## config.mk

```make
export PLATFORM = sky130hd
export DESIGN_NAME = mux_nx1_monitor_flat
export DESIGN_NICKNAME = d
export VERILOG_FILES = /design/src/rtl/mux_nx1_monitor_if.sv /design/src/rtl/mux_nx1_monitor.sv /design/src/flat_wrapper.sv
export SDC_FILE = /design/constraint.sdc
export NUM_CORES = 1
export LEC_CHECK = 0
export CELL_PAD_IN_SITES_DETAIL_PLACEMENT = 1
export CELL_PAD_IN_SITES_GLOBAL_PLACEMENT = 1
export CORE_MARGIN = 10
export CORE_UTILIZATION = 37
export CTS_BUF_LIST = sky130_fd_sc_hd__clkbuf_8
export CTS_CLUSTER_SIZE = 24
export DETAILED_ROUTE_END_ITERATION = 16
export PLACE_DENSITY = 0.82
export SLEW_MARGIN = 20
export SYNTH_ARGS = -nofsm -noshare
export SYNTH_HDL_FRONTEND = slang
export SYNTH_SLANG_ARGS = --single-unit
```

## constraint.sdc

```tcl
create_clock -name clk -period 2.8 [get_ports clk]
set_input_delay 0.56 -clock clk [delete_from_list [all_inputs] [get_ports clk]]
set_output_delay 0.56 -clock clk [all_outputs]
set_load 0.02 [all_outputs]
```

## src/rtl/mux_nx1_monitor_if.sv

```systemverilog
// ---------------------------------------------------------------------------
// mux_nx1_monitor_if
//   Observation bus between an N-input mux DUT and its checker.
//   The master side is whoever produces the mux stimulus and response (the
//   testbench). The slave side only observes (mux_nx1_monitor).
//
//   en       sample enable; 0 inserts a bubble
//   din      mux inputs; input i occupies din[i*WIDTH +: WIDTH]
//   sel      DUT select
//   mux_out  DUT output
// ---------------------------------------------------------------------------
interface mux_nx1_monitor_if #(
    parameter int N_IN  = 4,
    parameter int WIDTH = 1
) ();
    localparam int SEL_W = $clog2(N_IN);

    logic                    en;
    logic [N_IN*WIDTH-1:0]   din;
    logic [SEL_W-1:0]        sel;
    logic [WIDTH-1:0]        mux_out;

    modport master (output en, din, sel, mux_out);
    modport slave  (input  en, din, sel, mux_out);
endinterface

```

## src/rtl/mux_nx1_monitor.sv

```systemverilog
// ---------------------------------------------------------------------------
// mux_nx1_monitor
//   Clocked checker for an N_IN-input, WIDTH-bit multiplexer whose output
//   lags sel/din by LATENCY cycles. Every enabled cycle it computes the
//   expected output din[sel]. It delays that expectation by LATENCY cycles
//   and compares it with mux_out. It counts failures, completed checks and
//   select changes, and it captures the first failure.
//
// Ports
//   clk            rising-edge clock
//   rst_n          asynchronous active-low reset
//   clr            synchronous clear; returns to the reset state, wins over
//                  any check or count in the same cycle
//   bus            observed en / din / sel / mux_out (slave modport)
//   err_pulse      one-cycle pulse per failed check
//   illegal_sel    one-cycle pulse when a check with sel >= N_IN completes
//   err_sticky     set on the first failure, held until clr or reset
//   err_count      saturating count of failed checks
//   chk_count      saturating count of completed checks
//   sel_chg_count  saturating count of select changes between enabled samples
//   first_err_sel  sel of the first failing check
//   first_err_exp  expected value of the first failing check
//   first_err_got  mux_out of the first failing check
//
// Timing
//   A sample taken in cycle t is compared in cycle t+LATENCY. Its registered
//   results are visible from cycle t+LATENCY+1. With LATENCY=0 the compare
//   uses the live sample directly.
// ---------------------------------------------------------------------------
module mux_nx1_monitor #(
    parameter  int N_IN    = 4,
    parameter  int WIDTH   = 1,
    parameter  int LATENCY = 0,
    parameter  int CNT_W   = 16,
    localparam int SEL_W   = $clog2(N_IN)
) (
    input  logic                 clk,
    input  logic                 rst_n,
    input  logic                 clr,
    mux_nx1_monitor_if.slave     bus,
    output logic                 err_pulse,
    output logic                 illegal_sel,
    output logic                 err_sticky,
    output logic [CNT_W-1:0]     err_count,
    output logic [CNT_W-1:0]     chk_count,
    output logic [CNT_W-1:0]     sel_chg_count,
    output logic [SEL_W-1:0]     first_err_sel,
    output logic [WIDTH-1:0]     first_err_exp,
    output logic [WIDTH-1:0]     first_err_got
);

    // One scheduled check. A bubble is an entry with valid=0.
    typedef struct packed {
        logic             valid;
        logic             illegal;
        logic [SEL_W-1:0] sel;
        logic [WIDTH-1:0] exp;
    } entry_t;

    entry_t cur_entry;   // entry built from this cycle's sample
    entry_t cmp_entry;   // entry whose compare happens this cycle
    logic   check_fail;

    // Counters stick at all-ones instead of wrapping back to zero.
    function automatic logic [CNT_W-1:0] sat_inc(input logic [CNT_W-1:0] v);
        return (&v) ? v : v + 1'b1;
    endfunction

    // ------------------------------------------------------------------
    // Expected value. sel is decoded by an explicit match loop, so no
    // part-select ever reaches past din when sel >= N_IN. This matters
    // when N_IN is not a power of two. An unmatched sel stays tagged
    // illegal with exp = 0.
    // ------------------------------------------------------------------
    always_comb begin
        // NOTE: every variable gets a default before the loop; without it an
        // unmatched sel would leave fields unassigned and infer latches.
        cur_entry         = '0;
        cur_entry.valid   = bus.en;
        cur_entry.sel     = bus.sel;
        cur_entry.illegal = 1'b1;
        for (int i = 0; i < N_IN; i++) begin
            if (bus.sel == SEL_W'(i)) begin
                cur_entry.illegal = 1'b0;
                cur_entry.exp     = bus.din[i*WIDTH +: WIDTH];
            end
        end
    end

    // ------------------------------------------------------------------
    // Expectation delay line, LATENCY entries deep.
    // ------------------------------------------------------------------
    generate
        if (LATENCY == 0) begin : g_no_pipe
            assign cmp_entry = cur_entry;
        end else begin : g_pipe
            entry_t pipe [LATENCY];

            // NOTE: every stage is reset and cleared, not only the head. That
            // flushes checks in flight, so nothing stale completes after
            // reset or clr.
            always_ff @(posedge clk or negedge rst_n) begin
                if (!rst_n) begin
                    for (int i = 0; i < LATENCY; i++) pipe[i] <= '0;
                end else if (clr) begin
                    for (int i = 0; i < LATENCY; i++) pipe[i] <= '0;
                end else begin
                    pipe[0] <= cur_entry;
                    for (int i = 1; i < LATENCY; i++) pipe[i] <= pipe[i-1];
                end
            end

            assign cmp_entry = pipe[LATENCY-1];
        end
    endgenerate

    // An illegal select fails even if mux_out happens to read 0.
    assign check_fail = cmp_entry.valid &&
                        (cmp_entry.illegal || (bus.mux_out != cmp_entry.exp));

    // ------------------------------------------------------------------
    // Check results, counters and first-error capture.
    // ------------------------------------------------------------------
    // NOTE: all state here uses non-blocking assignments, so every register
    // sees pre-edge values regardless of statement order.
    always_ff @(posedge clk or negedge rst_n) begin
        if (!rst_n) begin
            err_pulse     <= 1'b0;
            illegal_sel   <= 1'b0;
            err_sticky    <= 1'b0;
            err_count     <= '0;
            chk_count     <= '0;
            first_err_sel <= '0;
            first_err_exp <= '0;
            first_err_got <= '0;
        end else if (clr) begin
            err_pulse     <= 1'b0;
            illegal_sel   <= 1'b0;
            err_sticky    <= 1'b0;
            err_count     <= '0;
            chk_count     <= '0;
            first_err_sel <= '0;
            first_err_exp <= '0;
            first_err_got <= '0;
        end else begin
            err_pulse   <= check_fail;
            illegal_sel <= cmp_entry.valid && cmp_entry.illegal;
            if (cmp_entry.valid) chk_count <= sat_inc(chk_count);
            if (check_fail) begin
                err_count  <= sat_inc(err_count);
                err_sticky <= 1'b1;
                // Only the first failure since reset/clr is captured.
                if (!err_sticky) begin
                    first_err_sel <= cmp_entry.sel;
                    first_err_exp <= cmp_entry.exp;
                    first_err_got <= bus.mux_out;
                end
            end
        end
    end

    // ------------------------------------------------------------------
    // Select-change tracking. This works on the sampling side, so it is
    // not delayed by LATENCY. sel_seen suppresses counting on the first
    // enabled sample after reset/clr. en=0 cycles keep last_sel.
    // ------------------------------------------------------------------
    logic [SEL_W-1:0] last_sel;
    logic             sel_seen;

    always_ff @(posedge clk or negedge rst_n) begin
        if (!rst_n) begin
            last_sel      <= '0;
            sel_seen      <= 1'b0;
            sel_chg_count <= '0;
        end else if (clr) begin
            last_sel      <= '0;
            sel_seen      <= 1'b0;
            sel_chg_count <= '0;
        end else if (bus.en) begin
            last_sel <= bus.sel;
            sel_seen <= 1'b1;
            if (sel_seen && (bus.sel != last_sel))
                sel_chg_count <= sat_inc(sel_chg_count);
        end
    end

endmodule

```

## src/flat_wrapper.sv

```systemverilog
// flat-port wrapper written by rule: the top's interface ports become plain ports
module mux_nx1_monitor_flat 
#(
    parameter  int N_IN    = 4,
    parameter  int WIDTH   = 1,
    parameter  int LATENCY = 0,
    parameter  int CNT_W   = 16,
    localparam int SEL_W   = $clog2(N_IN)
)
  (clk, rst_n, clr, err_pulse, illegal_sel, err_sticky, err_count, chk_count, sel_chg_count, first_err_sel, first_err_exp, first_err_got, bus_en, bus_din, bus_sel, bus_mux_out);
  mux_nx1_monitor_if #(.N_IN(N_IN), .WIDTH(WIDTH)) bus_i ();
  input  logic clk;
  input  logic rst_n;
  input  logic clr;
  output logic err_pulse;
  output logic illegal_sel;
  output logic err_sticky;
  output logic [CNT_W-1:0] err_count;
  output logic [CNT_W-1:0] chk_count;
  output logic [CNT_W-1:0] sel_chg_count;
  output logic [SEL_W-1:0] first_err_sel;
  output logic [WIDTH-1:0] first_err_exp;
  output logic [WIDTH-1:0] first_err_got;
  input wire logic [$bits(bus_i.en)-1:0] bus_en;
  input wire logic [$bits(bus_i.din)-1:0] bus_din;
  input wire logic [$bits(bus_i.sel)-1:0] bus_sel;
  input wire logic [$bits(bus_i.mux_out)-1:0] bus_mux_out;
  assign bus_i.en = bus_en;
  assign bus_i.din = bus_din;
  assign bus_i.sel = bus_sel;
  assign bus_i.mux_out = bus_mux_out;
  mux_nx1_monitor #(.N_IN(N_IN), .WIDTH(WIDTH), .LATENCY(LATENCY), .CNT_W(CNT_W)) u_core (.clk(clk), .rst_n(rst_n), .clr(clr), .bus(bus_i), .err_pulse(err_pulse), .illegal_sel(illegal_sel), .err_sticky(err_sticky), .err_count(err_count), .chk_count(chk_count), .sel_chg_count(sel_chg_count), .first_err_sel(first_err_sel), .first_err_exp(first_err_exp), .first_err_got(first_err_got));
endmodule
```

==> metrics <==
Die X roughly 110 um; FMAX about 410 MHz; Starting Density 0.381; Mapped Area approximately 3100 sq um; Top FF cell, synth dfrtp_1; GR Util All Layers 0.139; Top delay family on crit path buffers and inverters; transition time of the tightest slew-check pin 0.785 ns; htree depth 3; Worst-Skew Late Latency roughly 0.32 ns; total CTS buffers 9; reg2reg end u_core.err_count[15]; Slew HR 0.476; Worst Path Max Fanout 33; Syn. warnings 0; Nets 411; Syn Inst Count 332; leakage 1.57 nW; setup TNS 0 ns; P&R area growth vs syn 31.2%; Core Box Area about 8200 sq um; Yosys reg bits 58; CP max stage cell clkdlybuf4s50_1; Final Hold Viols 0; CP required 3.01 ns; setup violators final 0; DPL Wire Length roughly 6200 um; DRC 0; Post-synth EDFFs 0; worst clock skew 0.00826 ns; ant diodes 0; post-route ant nets 0; total die area 12,500 sq um; Worst EP arrival 2.62 ns; Chip Height between 100 and 150 um; clock-pin slew on the worst setup and hold paths 0.07 ns; final worst path period need 2.42 ns; drt total wl 8640 um; CTS tree built; vias between 2,000 and 3,000; clk buf depth 2; hold_ws approximately 0.32 ns; commonest non-fill, non-tap cell in the layout clkdlybuf4s50_1; largest net degree at the start of global routing 40; Setup CP Type input pin to register; Mapped Nets 346; Crit Reg-Reg Startpoint u_core.err_count[10]; sequential cell area fraction in the yosys report 0.464; worst reg2reg setup slack 0.65 ns; Vias/cell 5.60; Async SR Flop Fraction 1.00; Critical Path, Cell by Cell clkdlybuf4s50_1 -> mux2i_1 -> xnor2_1 -> a22oi_2 -> buf_12 -> nor4_1 -> mux2_2; DR WL/cell 17.0 um; kind of end point of the critical path register; max-capacitance violation count 0; CP startpoint kind input pin; Port Buf Inserts between 60 and 70; first-pass GRT wire length ~15,000 um; post-CTS setup buffers 0; initial antenna violation count 0; max-slew violations 0; reg2reg path depth 5; most frequent cells in the layout clkdlybuf4s50_1 (63), dfrtp_1 (58), nor2_1 (41); Filler Cell Count 938; Mean Syn Cell Area 9.43 sq um; drt first-iter violations 84; layout cell share with drive strength beyond 1 0.0896; clock sink count 58; fin crit share 0.863; Post-CTS Hold Buffers 0; maximum vdd drop a little over 0.2 mV; pwr dens roughly 450 nW/um^2; CTS resizes 0; Hold Crit Class input pin to async pin; First-pass DRT Iterations 4; # rows 33; outcome finished, final reports clean; Overflow after GRT 0; Tot Pwr 1.86 mW; Worst Path Buf+Inv 2; distinct cell type count after synthesis 42; vias in the first global route 2,889; I/O Pins 66; clock root buffer clkbuf_8; routability cong. 0.807; RSZ-0062 raised after global routing no; CP peak stage delay 0.54 ns
==> cell type report <==
cell class,count,area [sq um],area share
clock buffer,13,179,0.0436
tap,105,131,0.0320
multi-input combinational,247,1550,0.378
inverter,8,30.0,0.00731
clock inverter,3,37.5,0.00914
sequential,58,1450,0.353
timing repair buffer,73,726,0.177
==> logic make-up (layout without fill, tap and decap cells) <==
logic type / Yosys count / in the layout / share of synthesized area
fa+ha+maj: 3 / 3 / 0.0120
compound gates: 64 / 64 / 0.131
simple gates: 141 / 141 / 0.239
other cells: 1 / 1 / 0.00120
xor+xnor: 27 / 27 / 0.0755
flops: 58 / 58 / 0.464
mux: 11 / 11 / 0.0376
buf+inv: 27 / 97 / 0.0404
==> stage by stage <==
step	utilization	area (sq um)	std cells	setup slack, ns
after floorplan	-	3130	332	0.701
after global placement	0.474	3890	491	0.160
after detailed placement	0.474	3890	491	0.0686
after CTS	0.500	4110	507	0.402
after global routing	0.500	4110	507	0.290
final	0.500	4110	507	0.384
==> report_power, final <==
| part | total [mW] | internal, mW | leakage, nW | switching (mW) |
|---|---|---|---|---|
| registers | 0.868 | 0.853 | 0.800 | 0.0147 |
| clock network | 0.821 | 0.503 | 0.118 | 0.318 |
| logic | 0.174 | 0.0687 | 0.648 | 0.106 |
==> synth_stat cells, types with 2 or more instances <==
master | count | area share
buf_1 | 3 | 0.0036
buf_2 | 2 | 0.0032
xnor2_1 | 23 | 0.064
xor2_1 | 4 | 0.011
ha_1 | 3 | 0.012
buf_4 | 2 | 0.0048
nor2b_1 | 6 | 0.012
inv_1 | 8 | 0.0096
or4_1 | 12 | 0.029
nor2_1 | 41 | 0.049
nand4_1 | 11 | 0.022
buf_6 | 2 | 0.0072
o31ai_1 | 12 | 0.029
or2_2 | 4 | 0.0080
mux2_2 | 6 | 0.022
and3_1 | 7 | 0.014
mux2i_1 | 5 | 0.016
nor4b_1 | 2 | 0.0056
or3_1 | 2 | 0.0040
clkbuf_1 | 10 | 0.012
a2111oi_0 | 3 | 0.0084
o21ai_0 | 10 | 0.016
nand3_1 | 19 | 0.030
nor3_1 | 4 | 0.0064
dfrtp_1 | 58 | 0.46
a211oi_1 | 7 | 0.017
a21oi_1 | 24 | 0.038
and4_1 | 4 | 0.011
nand2_1 | 16 | 0.019
nor4_1 | 10 | 0.020
==> worst reg2reg max path: cells and delay by family, from the launching register on <==
kind | cells | cell delay, ns
and+or+nand+nor | 4 | 1.30
DFF | 1 | 0.43
muxes | 1 | 0.30
==> state kept, by name, indices dropped and copies added, names as in the netlist <==
name	count
u_core.first_err_sel	2
u_core.sel_seen	1
u_core.sel_chg_count	16
u_core.err_pulse	1
u_core.last_sel	2
u_core.err_sticky	1
u_core.first_err_exp	1
u_core.illegal_sel	1
u_core.err_count	16
u_core.chk_count	16
u_core.first_err_got	1
==> worst max path at each step <==
stage / start / slack (ns) / cells past startpoint / to
floorplan: bus_sel[0] / 0.70 / 7 / u_core.err_count[5]
global placement: bus_sel[0] / 0.16 / 7 / u_core.err_count[12]
detailed placement: bus_sel[0] / 0.07 / 7 / u_core.err_count[5]
CTS: bus_sel[0] / 0.40 / 7 / u_core.err_count[5]
global route: bus_sel[0] / 0.29 / 7 / u_core.err_count[12]
finish: bus_sel[0] / 0.38 / 7 / u_core.err_count[5]
==> routing by layer <==
layer / vias up / part of all wire / global-route usage
met1: 1427 / 0.47 / 0.172
met3: 7 / 0.038 / 0.0327
met5: - / 0 / 0
li1: 1350 / - / -
met4: 0 / 0.0093 / 0.0457
met2: 55 / 0.48 / 0.231
Power figures use the tool's default switching activity.
